==> src/rtl/zkr_seed_source.sv <==
// Zkr seed CSR producer: raw-bit health tests (RCT, optional APT), 16-bit packing, entropy FIFO.
// Define ZKR_APT_EN to build the adaptive proportion test; otherwise only the RCT gates entropy.
module zkr_seed_source #(
  parameter int DEPTH      = 4,
  parameter int BIST_BITS  = 256,
  parameter int RCT_CUTOFF = 32,
  parameter int APT_LO     = 16,
  parameter int APT_HI     = 48
) (
  input  logic        clk,
  input  logic        reset,
  input  logic        RawValidI,
  input  logic        RawBitI,
  input  logic        SeedReadM,
  output logic [31:0] SeedValM,
  output logic        EntFailM
);
  localparam int AW = $clog2(DEPTH);
  localparam int CW = $clog2(DEPTH + 1);
  localparam int BW = $clog2(BIST_BITS + 1);
  localparam int RW = $clog2(RCT_CUTOFF + 1);

  typedef enum logic [1:0] {
    ST_BIST = 2'b00,
    ST_WAIT = 2'b01,
    ST_ES16 = 2'b10,
    ST_DEAD = 2'b11
  } opst_e;

  opst_e          state_q, state_d;
  logic [BW-1:0]  bist_q, bist_d;
  logic [RW-1:0]  run_q, run_d;
  logic           last_q, last_d;
  logic [15:0]    acc_q, acc_d;
  logic [3:0]     nacc_q, nacc_d;
  logic [15:0]    mem_q [DEPTH];
  logic [AW-1:0]  wr_q, wr_d, rd_q, rd_d;
  logic [CW-1:0]  cnt_q, cnt_d;
  logic           fail_q;
  logic           consume, rct_fail, apt_fail, fail;
  logic           word_done, push, pop;

  // A raw bit is taken on any cycle RawValidI=1 (no backpressure); SeedReadM is a
  // one-cycle strobe that consumes the head only while OPST is ES16.
  always_comb begin
    consume  = RawValidI && (state_q != ST_DEAD);
    run_d    = run_q;
    last_d   = last_q;
    rct_fail = 1'b0;
    if (consume) begin
      last_d = RawBitI;
      if ((run_q != '0) && (RawBitI == last_q)) run_d = run_q + RW'(1);
      else                                      run_d = RW'(1);
      rct_fail = (run_d == RW'(RCT_CUTOFF));
    end
  end

`ifdef ZKR_APT_EN
  logic [6:0] win_q, win_d, ones_q, ones_d, ones_inc;

  always_comb begin
    win_d    = win_q;
    ones_d   = ones_q;
    apt_fail = 1'b0;
    ones_inc = ones_q + {6'b0, RawBitI};
    if (consume) begin
      if (win_q == 7'd63) begin
        win_d    = '0;
        ones_d   = '0;
        apt_fail = (int'(ones_inc) < APT_LO) || (int'(ones_inc) > APT_HI);
      end else begin
        win_d  = win_q + 7'd1;
        ones_d = ones_inc;
      end
    end
  end

  always_ff @(posedge clk or negedge reset) begin
    if (!reset) begin
      win_q  <= '0;
      ones_q <= '0;
    end else begin
      win_q  <= win_d;
      ones_q <= ones_d;
    end
  end
`else
  assign apt_fail = 1'b0;
`endif

  assign fail = rct_fail || apt_fail;

  always_comb begin
    state_d   = state_q;
    bist_d    = bist_q;
    acc_d     = acc_q;
    nacc_d    = nacc_q;
    wr_d      = wr_q;
    rd_d      = rd_q;
    cnt_d     = cnt_q;
    word_done = 1'b0;
    pop       = 1'b0;
    push      = 1'b0;
    if (fail) begin
      // RCT outranks APT when both trip on the same bit.
      state_d = rct_fail ? ST_DEAD : ST_BIST;
      if (!rct_fail) bist_d = '0;
      acc_d  = '0;
      nacc_d = '0;
      wr_d   = '0;
      rd_d   = '0;
      cnt_d  = '0;
    end else begin
      if (consume && (state_q == ST_BIST)) begin
        bist_d = bist_q + BW'(1);
        if (bist_d == BW'(BIST_BITS)) state_d = ST_WAIT;
      end
      if (consume && ((state_q == ST_WAIT) || (state_q == ST_ES16))) begin
        acc_d = {acc_q[14:0], RawBitI};
        if (nacc_q == 4'd15) begin
          word_done = 1'b1;
          nacc_d    = '0;
        end else begin
          nacc_d = nacc_q + 4'd1;
        end
      end
      pop  = SeedReadM && (state_q == ST_ES16);
      push = word_done && ((cnt_q != CW'(DEPTH)) || pop);
      if (pop)  rd_d = rd_q + AW'(1);
      if (push) wr_d = wr_q + AW'(1);
      cnt_d = cnt_q + CW'(push) - CW'(pop);
      if ((state_q == ST_WAIT) || (state_q == ST_ES16))
        state_d = (cnt_d != '0) ? ST_ES16 : ST_WAIT;
    end
  end

  always_ff @(posedge clk or negedge reset) begin
    if (!reset) begin
      state_q <= ST_BIST;
      bist_q  <= '0;
      run_q   <= '0;
      last_q  <= 1'b0;
      acc_q   <= '0;
      nacc_q  <= '0;
      wr_q    <= '0;
      rd_q    <= '0;
      cnt_q   <= '0;
      fail_q  <= 1'b0;
    end else begin
      state_q <= state_d;
      bist_q  <= bist_d;
      run_q   <= run_d;
      last_q  <= last_d;
      acc_q   <= acc_d;
      nacc_q  <= nacc_d;
      wr_q    <= wr_d;
      rd_q    <= rd_d;
      cnt_q   <= cnt_d;
      fail_q  <= fail;
    end
  end

  // Storage needs no reset: entries are only visible once counted as occupied.
  always_ff @(posedge clk) begin
    if (push) mem_q[wr_q] <= acc_d;
  end

  assign SeedValM = (state_q == ST_ES16) ? {2'b10, 14'b0, mem_q[rd_q]} : {state_q, 30'b0};
  assign EntFailM = fail_q;
endmodule
==> config.mk <==
export PLATFORM = sky130hd
export DESIGN_NAME = zkr_seed_source
export DESIGN_NICKNAME = d
export VERILOG_FILES = /design/src/rtl/zkr_seed_source.sv
export SDC_FILE = /design/constraint.sdc
export NUM_CORES = 1
export LEC_CHECK = 0
export ABC_CLOCK_PERIOD_IN_PS = 6700
export BUFFER_PORTS_ARGS = -buffer_cell sky130_fd_sc_hd__buf_2
export CORE_MARGIN = 2
export CORE_UTILIZATION = 45
export CTS_BUF_LIST = sky130_fd_sc_hd__clkbuf_4 sky130_fd_sc_hd__clkbuf_8
export DETAILED_ROUTE_END_ITERATION = 16
export GPL_ROUTABILITY_DRIVEN = 0
export SETUP_SLACK_MARGIN = 0.4
export SLEW_MARGIN = 30
export SYNTH_ARGS = -nofsm -noshare
export SYNTH_HDL_FRONTEND = slang
export SYNTH_SLANG_ARGS = --single-unit
==> constraint.sdc <==
create_clock -name clk -period 6.7 [get_ports clk]
set_clock_uncertainty 0.05 [all_clocks]
set_input_delay 0.67 -clock clk [delete_from_list [all_inputs] [get_ports clk]]
set_output_delay 0.67 -clock clk [all_outputs]
set_load 0.02 [all_outputs]
Yosys cells after proc, flatten, opt, wreduce, memory -nomap -nowiden

Memory sizes are Yosys's and may differ from the RTL's.
Index checks and enable logic that the tools add are counted.
W data, S select, Z words.

Bits in registers: 46
RAM bits: 64
Output and inout bits: 33
Memories kept: 1

Add/subtract/negate cells: 7
Equality and inequality tests: 8
Muxes and demuxes: 25
Bitwise operators: 1
Reductions and logical operators: 18

Memories:

| name  | depth | width | read ports | clocked after memory_dff | write ports | line | source |
|---|---|---|---|---|---|---|---|
| mem_q | 4     | 16    | 1          | 0                        | 1           | 36   | `logic [15:0] mem_q [DEPTH];` |

Operators with widths:

| kind                  | count |
|---|---|
| $mux W16              | 2 |
| $mux W32              | 1 |
| $mux W2               | 9 |
| $mux W4               | 3 |
| $mux W6               | 2 |
| $add A9 B1 Y9 const B | 1 |
| $eq A9 B9 Y1 const B  | 1 |
| $reduce_bool A3 Y1    | 3 |
| $mux W1               | 7 |
| $add A6 B1 Y6 const B | 1 |
| $eq A6 B6 Y1 const B  | 1 |
| $logic_and A1 B1 Y1   | 6 |
| $reduce_bool A2 Y1    | 3 |
| $reduce_bool A6 Y1    | 1 |
| $add A2 B1 Y2 const B | 2 |
| $add A4 B1 Y4 const B | 1 |
| $eq A4 B4 Y1 const B  | 1 |
| $reduce_and A2 Y1     | 2 |
| $add A3 B1 Y3         | 1 |
| $mux W3               | 1 |
| $ne A3 B3 Y1 const B  | 1 |
| $sub A3 B1 Y3         | 1 |
| $eq A2 B1 Y1 const B  | 1 |
| $eq A2 B2 Y1 const B  | 1 |
| 5 further kinds       | 6 |

Longest topological paths before layout

Depth after elaboration: 14
Gate-level depth with buffers: 15
Mapped depth without buffers: 14

Worst setup path before layout

OpenSTA, ideal clock, no wires.

Path type: input to register
Start: input port RawValidI
End: register state_q[0]
Setup time: 69 ps
Arrival time: 3416 ps
Required time: 6581 ps
Setup slack: 3165 ps
Cell stages on the path: 14
Path buffers: 1
Cells stage by stage: nor2b_1 -> clkbuf_1 -> nand2_1 -> a311oi_1 -> inv_1 -> ha_1 -> inv_1 -> ha_1 -> fa_1 -> xnor2_1 -> xnor2_1 -> o31a_1 -> a2111o_1 -> nand3_1

Longest elaborated chain between the ends: 11
Elaborated cells between the ends (all ways): 16
Classes of those cells: 2 x add/sub; 6 x mux; 8 x reduce/logical

RTL lines:

| what                    | line | source |
|---|---|---|
| from (decl)             | 12   | `input logic RawValidI,` |
| $logic_and A1 B1 Y1 (*) | 46   | `consume = RawValidI && (state_q != ST_DEAD);` |
| $logic_and A1 B1 Y1     | 118  | `if (consume && ((state_q == ST_WAIT) \|\| (state_q == ST_ES16))) begin` |
| $mux W1                 | 118  |  |
| $mux W1                 | 104  | `if (fail) begin` |
| $logic_and A1 B1 Y1     | 128  | `push = word_done && ((cnt_q != CW'(DEPTH)) \|\| pop);` |
| $add A3 B1 Y3           | 131  | `cnt_d = cnt_q + CW'(push) - CW'(pop);` |
| $sub A3 B1 Y3           | 131  |  |
| $reduce_bool A3 Y1      | 133  | `state_d = (cnt_d != '0) ? ST_ES16 : ST_WAIT;` |
| $mux W2                 | 133  |  |
| $mux W2                 | 132  | `if ((state_q == ST_WAIT) \|\| (state_q == ST_ES16))` |
| $mux W2                 | 104  |  |
| to (signal assigned)    | 150  | `state_q <= state_d;` |
| to (decl)               | 30   | `opst_e state_q, state_d;` |

Every way passes the cells marked *; elsewhere a longest branch is shown, timed or not. The select of a mux whose other input is x is not followed.
A chain may end at the register's enable or synchronous reset.

Worst setup path in the final report

Start: register state_q[0]
End: register state_q[0]

Longest elaborated chain between the ends: 12
Elaborated cells between the ends (all ways): 23
Classes of those cells: 2 x add/sub; 3 x eq/ne; 6 x mux; 12 x reduce/logical

RTL lines:

| what                                                      | line |
|---|---|
| $ne A2 B2 Y1 (tied with other cells)                      | 46 |
| $logic_and A1 B1 Y1 or $logic_or A1 B1 Y1 (tied branches) | 46, 118, 132 |
| $logic_and A1 B1 Y1                                       | 118 |
| $mux W1                                                   | 118 |
| $mux W1                                                   | 104 |
| $logic_and A1 B1 Y1                                       | 128 |
| $add A3 B1 Y3                                             | 131 |
| $sub A3 B1 Y3                                             | 131 |
| $reduce_bool A3 Y1                                        | 133 |
| $mux W2                                                   | 133 |
| $mux W2                                                   | 132 |
| $mux W2                                                   | 104 |

Several ways; a longest one is shown, not always the timed one. The select of a mux whose other input is x is not followed.

==> reports/metrics.csv <==
metric,value,unit
DR DRC count,0,
Tot GR Track Use,16.3,%
Netlist Area Pre-Place,0.00503,mm²
worst skew pair latency,370,ps
part of the cycle the worst path needs,69.5,%
crit path DAT,4920,ps
first-pass GRT wire length,14.6,mm
area share of the leading cell type in the synthesized netlist,38.2,%
Worst Hold Class,input pin to asynchronous set/reset pin,
Vias/cell,5.29,
sequential area share after synthesis,61.1,%
clk slew on worst S/H paths,110,ps
H-tree Lvls,3,
setup slack after layout,2040,ps
post-synth top area cell,edfxtp_1,
I/O Pins,38,
max-slew violations,0,
Critical Path Start Type,flop,
WL/cell,16.2,µm
max cap viols,0,
Mapped Cells,376,
WL met2,4.10,mm
status,"finished, final reports clean",
max_slew headroom,40.2,%
total gr overflow,0,
via count,2850,
utilization after layout,49.6,%
antenna fix cells,0,
antenna violations before repair,0,
number of global-route vias before repair,2825,
power per standard cell area,399,mW/mm²
DP Worst Slack,2040,ps
synth-to-layout area growth,7.52,%
Placement Rows,38,
antenna-violating nets left,0,
Mean Syn Cell Area,13.4,µm²
most frequent cells in the layout,"edfxtp_1, dfrtp_1, nand2_1",
Hold WS,245,ps
Synth Area in Compound Gates,6.50,%
simple-gate share of the synthesized area,12.5,%
WS Path Type,flop to flop,
# nets final,414,
die width,110,µm
WL final,8.74,mm
Sink Count,110,
RSZ-0062 raised after global routing,false,
Critical Path End Type,flop,
core box area,0.0109,mm²
hold buffer count at cts,0,
layout cells sized above 1,17.0,%
Syn. warnings,0,
Yosys reg bits,110,
Total Power,2.15,mW
DIE HEIGHT,110,µm
LEAKAGE,2.11,nW
DPL Wire Length,5.39,mm
Fin. Hold Viols,0,
final setup violation count,0,
initial drt markers,183,
Max clock buf depth,2,
Post-Synth Adder-Cell Area,3.88,%
setup tns final,0,ps
FMAX,0.215,GHz
top layer in use,met4,
effective utilization at floorplan,46.2,%
XOR/XNOR share of the synthesized area,3.31,%
Yosys cell types,49,
Worst Path Max Fanout,24,
Critical Path RT,6960,ps
worst-margin pin slew,898,ps
PortBufs,23,
Met1 Wirelength,4.19,mm
largest net degree at the start of global routing,47,
die area,0.0120,mm²
fin crit period,4660,ps
Post-CTS Setup Inserts,0,
synth top area cells,"edfxtp_1, dfrtp_1, mux4_2",
CTS tree,yes,
VDD IR max,0.000170,V
"commonest non-fill, non-tap cell in the layout",edfxtp_1,
largest family of logic cells by synthesized area,simple AND/OR/NAND/NOR gates,
cts bufs inserted,9,
Root Buffer,clkbuf_8,
metal3 WL,350,µm
PostCTS Resize Cnt,0,
First-pass DRT Iterations,4,
mux share of post-synthesis cell area,7.39,%
==> final cells by class <==
type	instances	area [µm²]
clock buffers	9	124
flip-flops and latches	110	3070
multi-input cells	231	1740
well taps	140	175
inverters	15	56.3
repair buffers	27	151
fillers	972	5480
clock inverters	7	81.3
==> registers in the layout, summed over array words and instances (netlist names) <==
signal and flops:
mem_q 64, state_q 2, acc_q 16, bist_q 9
cnt_q 3, run_q 6, last_q 1, nacc_q 4
wr_q 2, EntFailM 1, rd_q 2
==> worst paths after layout <==
check | cells after the start | from | slack [ps] | endpoint
max | 14 | state_q[0] | 2040 | state_q[0]
min | 1 | reset | 240 | bist_q[3]
max reg2reg | 14 | state_q[0] | 2040 | state_q[0]
min reg2reg | 2 | last_q | 460 | last_q
max in group asynchronous | 1 | reset | 5920 | rd_q[0]
min in group clk | 2 | last_q | 460 | last_q
==> power by group <==
part | switching [mW] | total, mW | internal [mW]
Combinational | 0.463 | 0.781 | 0.317
Sequential | 0.102 | 0.968 | 0.866
Clock | 0.228 | 0.406 | 0.178
Total | 0.793 | 2.15 | 1.36
==> worst max-delay path, stage by stage (launching register included) <==
cell	delay [ps]
dfrtp_1	390
inv_1	80
ha_1	810
nand2_1	640
a311oi_1	650
inv_1	160
ha_1	300
inv_1	40
ha_1	180
fa_1	380
xnor2_1	190
xnor2_1	120
o31a_1	250
a2111o_1	290
nand3_1	80
==> metal layers <==
| layer | vias to the layer above | GRT usage, % |
|---|---|---|
| met1 | 1413 | 23.9 |
| met3 | 9 | 3.02 |
| met2 | 61 | 25.0 |
| met4 | 0 | 4.97 |
| li1 | 1367 | - |
| met5 | - | 0 |
==> cell families after synthesis <==
group / count (synthesis)
AOI/OAI and AO/OA: 47
other: 1
adders and majority gates: 15
DFF: 110
muxes: 17
buffers and inverters: 48
and+or+nand+nor: 119
xor gates and xnor gates: 19
==> Yosys cell counts (all sizes together) <==
cell type  count
o311ai         1
edfxtp        64
mux2           1
xnor2          8
o2bb2ai        1
conb           1
clkbuf        13
fa             1
nand2         31
a21oi         22
xor2          11
and4           1
o31ai          1
mux4          16
nand4          3
a22oi          1
or2            1
and3           3
a211oi         1
nand3b         1
and2          20
nor3           5
or3            2
or4b           1
a2111o         1
a2111oi        2
nor2          11
inv           15
nor2b          5
o211ai         2
or4            1
a311oi         2
o31a           1
nor4           1
o21ai          9
nand3         27
ha            14
a21bo          1
o22ai          1
dfrtp         46
buf           20
nand2b         2
nor3b          4
a31oi          1
==> per-stage QoR <==
stage	instance area, µm²	cells
4_1_cts	5390	538
3_5_place_dp	5190	522
2_1_floorplan	5070	389
3_3_place_gp	5180	522
5_1_grt	5400	539
6_report	5400	539
Note: power is estimated with default switching activity, not from simulation.
